**src/rtl/apb_master_fsm_p.sv**
```systemverilog
// AHB-to-APB3 transfer controller: one AHB transfer becomes one APB SETUP/ACCESS cycle,
// with PREADY wait states, PSLVERR reporting and an optional ACCESS timeout.
module apb_master_fsm_p #(
  parameter int AW      = 32,
  parameter int DW      = 32,
  parameter int NSLV    = 4,
  parameter int TIMEOUT = 16
) (
  input  logic            Hclk,
  input  logic            Hresetn,
  input  logic            Valid,
  input  logic            Hwrite,
  input  logic [AW-1:0]   Haddr,
  input  logic [NSLV-1:0] Hsel_slv,
  input  logic [DW-1:0]   HWdata,
  output logic            Hreadyout,
  output logic            Hresp,
  output logic [DW-1:0]   HRdata,
  output logic [NSLV-1:0] Pselx,
  output logic            Penable,
  output logic            Pwrite,
  output logic [AW-1:0]   Paddr,
  output logic [DW-1:0]   PWdata,
  input  logic [DW-1:0]   PRdata,
  input  logic            Pready,
  input  logic            Pslverr
);

  localparam int CW        = (TIMEOUT > 1) ? $clog2(TIMEOUT) : 1;
  localparam int TO_LAST_I = (TIMEOUT > 0) ? TIMEOUT - 1 : 0;
  localparam logic [CW-1:0] TO_LAST = CW'(TO_LAST_I);
  localparam bit   TO_EN   = (TIMEOUT != 0);

  typedef enum logic [2:0] {IDLE, WDATA, SETUP, ACCESS, ERR1, ERR2} state_t;

  state_t          state_reg, state_next;
  logic [CW-1:0]   cnt_reg, cnt_next;
  logic [AW-1:0]   addr_reg;
  logic            write_reg;
  logic [NSLV-1:0] sel_reg;
  logic [DW-1:0]   wdata_reg;
  logic [DW-1:0]   rdata_reg;
  logic            accept;
  logic            timeout_hit;
  logic            read_done;

  assign accept      = (state_reg == IDLE) && Valid;
  assign timeout_hit = TO_EN && (cnt_reg == TO_LAST);
  assign read_done   = (state_reg == ACCESS) && Pready && !Pslverr && !write_reg;

  always_comb begin
    state_next = state_reg;
    cnt_next   = cnt_reg;
    case (state_reg)
      IDLE: begin
        if (Valid) begin
          // A bad decode never reaches the APB bus; it goes straight to the error response.
          if (!$onehot(Hsel_slv)) state_next = ERR1;
          else if (Hwrite)        state_next = WDATA;
          else                    state_next = SETUP;
        end
      end
      WDATA:  state_next = SETUP;
      SETUP: begin
        cnt_next   = '0;
        state_next = ACCESS;
      end
      ACCESS: begin
        // A completing slave wins over the timeout firing in the same cycle.
        if (Pready)           state_next = Pslverr ? ERR1 : IDLE;
        else if (timeout_hit) state_next = ERR1;
        else                  cnt_next   = cnt_reg + 1'b1;
      end
      ERR1:    state_next = ERR2;
      ERR2:    state_next = IDLE;
      default: state_next = IDLE;
    endcase
  end

  always_ff @(posedge Hclk or negedge Hresetn) begin
    if (!Hresetn) begin
      state_reg <= IDLE;
      cnt_reg   <= '0;
      addr_reg  <= '0;
      write_reg <= 1'b0;
      sel_reg   <= '0;
      wdata_reg <= '0;
      rdata_reg <= '0;
    end else begin
      state_reg <= state_next;
      cnt_reg   <= cnt_next;
      if (accept) begin
        addr_reg  <= Haddr;
        write_reg <= Hwrite;
        sel_reg   <= Hsel_slv;
      end
      if (state_reg == WDATA) wdata_reg <= HWdata;
      if (read_done)          rdata_reg <= PRdata;
    end
  end

  // Every output comes from registered state so nothing combinational reaches the buses.
  assign Hreadyout = (state_reg == IDLE) || (state_reg == ERR2);
  assign Hresp     = (state_reg == ERR1) || (state_reg == ERR2);
  assign Pselx     = ((state_reg == SETUP) || (state_reg == ACCESS)) ? sel_reg : '0;
  assign Penable   = (state_reg == ACCESS);
  assign Pwrite    = write_reg;
  assign Paddr     = addr_reg;
  assign PWdata    = wdata_reg;
  assign HRdata    = rdata_reg;

endmodule

```
**config.mk**
```make
export PLATFORM = sky130hd
export DESIGN_NAME = apb_master_fsm_p
export DESIGN_NICKNAME = d
export VERILOG_FILES = /design/src/rtl/apb_master_fsm_p.sv
export SDC_FILE = /design/constraint.sdc
export NUM_CORES = 1
export LEC_CHECK = 0
export ABC_AREA = 1
export CAP_MARGIN = 20
export CORE_ASPECT_RATIO = 2
export CORE_MARGIN = 3
export CORE_UTILIZATION = 35
export DETAILED_ROUTE_END_ITERATION = 8
export GPL_TIMING_DRIVEN = 1
export PLACE_DENSITY = 0.7
export REMOVE_ABC_BUFFERS = 1
export SYNTH_ARGS = -nofsm -noshare
export SYNTH_HDL_FRONTEND = slang
export SYNTH_SLANG_ARGS = --single-unit
export TNS_END_PERCENT = 10
```
**constraint.sdc**
```tcl
create_clock -name Hclk -period 1.78 [get_ports Hclk]
set_input_delay 0.534 -clock Hclk [delete_from_list [all_inputs] [get_ports Hclk]]
set_output_delay 0.534 -clock Hclk [all_outputs]
set_load 0.005 [all_outputs]
```
==> impl_metrics.tcl <==
set metrics [dict create \
    status "finished with violations" \
    violations "negative setup slack" \
    synth.area.mux_share 0 \
    p_leak_nw 4.28 \
    end_kind "output pin" \
    netlist_top_cells_count "nand2_1 (185), dfrtp_1 (108), nand3_1 (72)" \
    finalCriticalPeriod_ps 1800 \
    core_area_mm2 0.0126 \
    async_flop_share 1.00 \
    synth-xor-area-share 0 \
    antenna_found_initial 0 \
    yosysWarnings 0 \
    overflow 0 \
    max_freq_mhz 555 \
    cap_violations 0 \
    clock_tree.buffer_depth 2 \
    rsz0062_at_grt "true" \
    port_buffers 209 \
    max-slew-margin-rel 0.799 \
    crit_path_max_fanout 5 \
    finalPower_mw 11.0 \
    drv_slew 0 \
    insertion_delay_ps 340 \
    syn_to_final_growth_pct 61.9 \
    nets 847 \
    syn-mean-instance-area_um2 8.82 \
    yosys.area_share.simple 0.254 \
    clockRootBuffer "clkbuf_16" \
    gp_congestion 0.771 \
    netlist_instances 515 \
    grt_max_degree 61 \
    vias_per_cell 4.57 \
    synth_top_cell_by_area "dfrtp_1" \
    synth-compound-area-share 0.0548 \
    die-area_mm2 0.0145 \
    yosys.area_share.adder 0.0127 \
    criticalPathCategory "reg -> out" \
    worstMarginPinSlew_ps 302 \
    yosysUniqueCellTypes 26 \
    pre_cts_ws_ps -847 \
    cts.reportedPaths.clkPinSlew_ps 70 \
    clkSinkCount 108 \
    hold_violations 0 \
    finalSetupViolCount 2 \
    synth_top_area_frac 0.595 \
    htreeDepth 3 \
    p_per_area_mw_per_mm2 1500 \
    grt_pass1_wl_um 20800 \
    min_path_type "in -> async" \
    fin_skew_ps 15.0 \
    drive_above_1_share 0.108 \
    ys_seq_area_frac 0.595 \
    numCtsBuffers 9 \
    ys_ff_latch 108 \
    antenna_cells 0 \
    start_kind "flip-flop" \
    synth_top_family_by_area "simple AND/OR/NAND/NOR gates" \
    required_ps 1250 \
    first_pass_iters 6 \
    wirelength_um 12900 \
    worst_slack_ps -21.5 \
    post-route-period-util 1.01 \
    rows 58 \
    synthFlopType "dfrtp_1" \
    start_util 0.360 \
    grt_pass1_vias 4324 \
    grtUsageTotal 0.180 \
    drc 0 \
    die_h_um 167 \
    drt_iter0_markers 132 \
    via_count 4074 \
    synth.area.top_cells "dfrtp_1 (59%), nand2_1 (15%), nand3_1 (7.9%)" \
    yosysMostFrequentCell "nand2_1" \
    dp_hpwl_um 9880 \
    cts_tree "built" \
    cp.arrival_ps 1270 \
    die_w_um 86.6 \
    synth-edff-count 0 \
    io_pins 210 \
    vdd_ir_drop_max_mv 0.768 \
    antenna_left 0 \
    routedWlPerCell_um 14.5 \
    synth_area_mm2 0.00454 \
]
## placed cells by master, fill, tap and decap left out, types with 3 or more instances in the layout
cell type        count
nand2_1            182
dlygate4sd2_1       16
inv_1               46
nand2_2              5
buf_6                5
nor2_1               4
nand3_1             70
inv_2                7
buf_12               6
clkbuf_2             4
clkbuf_16            9
o21ai_0             35
clkdlybuf4s50_1    130
buf_4               22
buf_2                3
dlymetal6s2s_1      52
dfrtp_1            107
o21ai_1              8
## path summary, 6_finish.rpt
kind | slack [ps] | to | depth (start not counted) | start
max in group asynchronous | 1190 | sel_reg[0] | 2 | Hresetn
hold / removal | 70 | HRdata[14] | 1 | Hresetn
hold reg to reg | 470 | Paddr[30] | 2 | Paddr[30]
setup reg to reg | 140 | state_reg[1] | 9 | state_reg[1]
min in group Hclk | 440 | sel_reg[0] | 3 | Hsel_slv[0]
setup / recovery | -20 | Penable | 4 | state_reg[1]
## stage by stage
step                std cells   util  hold slack (ps)  area (um^2)  TNS [ps]
floorplan                 487      -              238         4360    -25250
finish                    891  0.583             73.8         7360     -24.5
global route              891  0.583             69.7         7360      -234
detailed placement        868  0.545              441         6890     -4640
CTS                       888  0.569             61.9         7180      -153
global placement          868  0.545              439         6890     -3760
## final cells by class
class / instances / area (um^2)
fill: 1155 / 5270
sequential: 108 / 2700
timing repair buffer: 239 / 2480
multi-input combinational: 325 / 1510
clock buffer: 11 / 233
inverter: 54 / 205
tap: 150 / 188
clock inverter: 4 / 32.5
## kinds of logic after synthesis
group,Yosys count
compound gates,48
fa+ha+maj,4
buf+inv,82
flops,108
simple gates,273
## critical path, cell delays in order, from the launching register on
cell     delay, ps
dfrtp_2        460
buf_4          140
nand2_1         70
nor2_4         130
buf_2          130
## power by group
| part | switching [mW] | internal [mW] | leakage (nW) | total (mW) |
|---|---|---|---|---|
| combinational | 2.18 | 2.72 | 2.80 | 4.90 |
| sequential | 0.652 | 3.64 | 1.36 | 4.29 |
| clock | 0.864 | 0.953 | 0.123 | 1.82 |
| total | 3.70 | 7.31 | 4.28 | 11.0 |
## per-layer routing
| metal | vias to the layer above | part of all wire | routed length [um] | GRT usage |
|---|---|---|---|---|
| met2 | 150 | 0.54 | 7000 | 0.330 |
| li1 | 2051 | - | - | - |
| met3 | 16 | 0.072 | 930 | 0.0423 |
| met1 | 1857 | 0.36 | 4670 | 0.195 |
| met4 | 0 | 0.021 | 274 | 0.0665 |
| met5 | - | 0 | 0 | 0 |
## repair_timing
action | in CTS | in global routing
setup endpoints to repair | 27 | 62
resized for setup | 61 | 71
buffers inserted | 5 | 3
pin swaps | 6 | 8
hold buffers | 0 | 0
(Power assumes the default switching activity.)
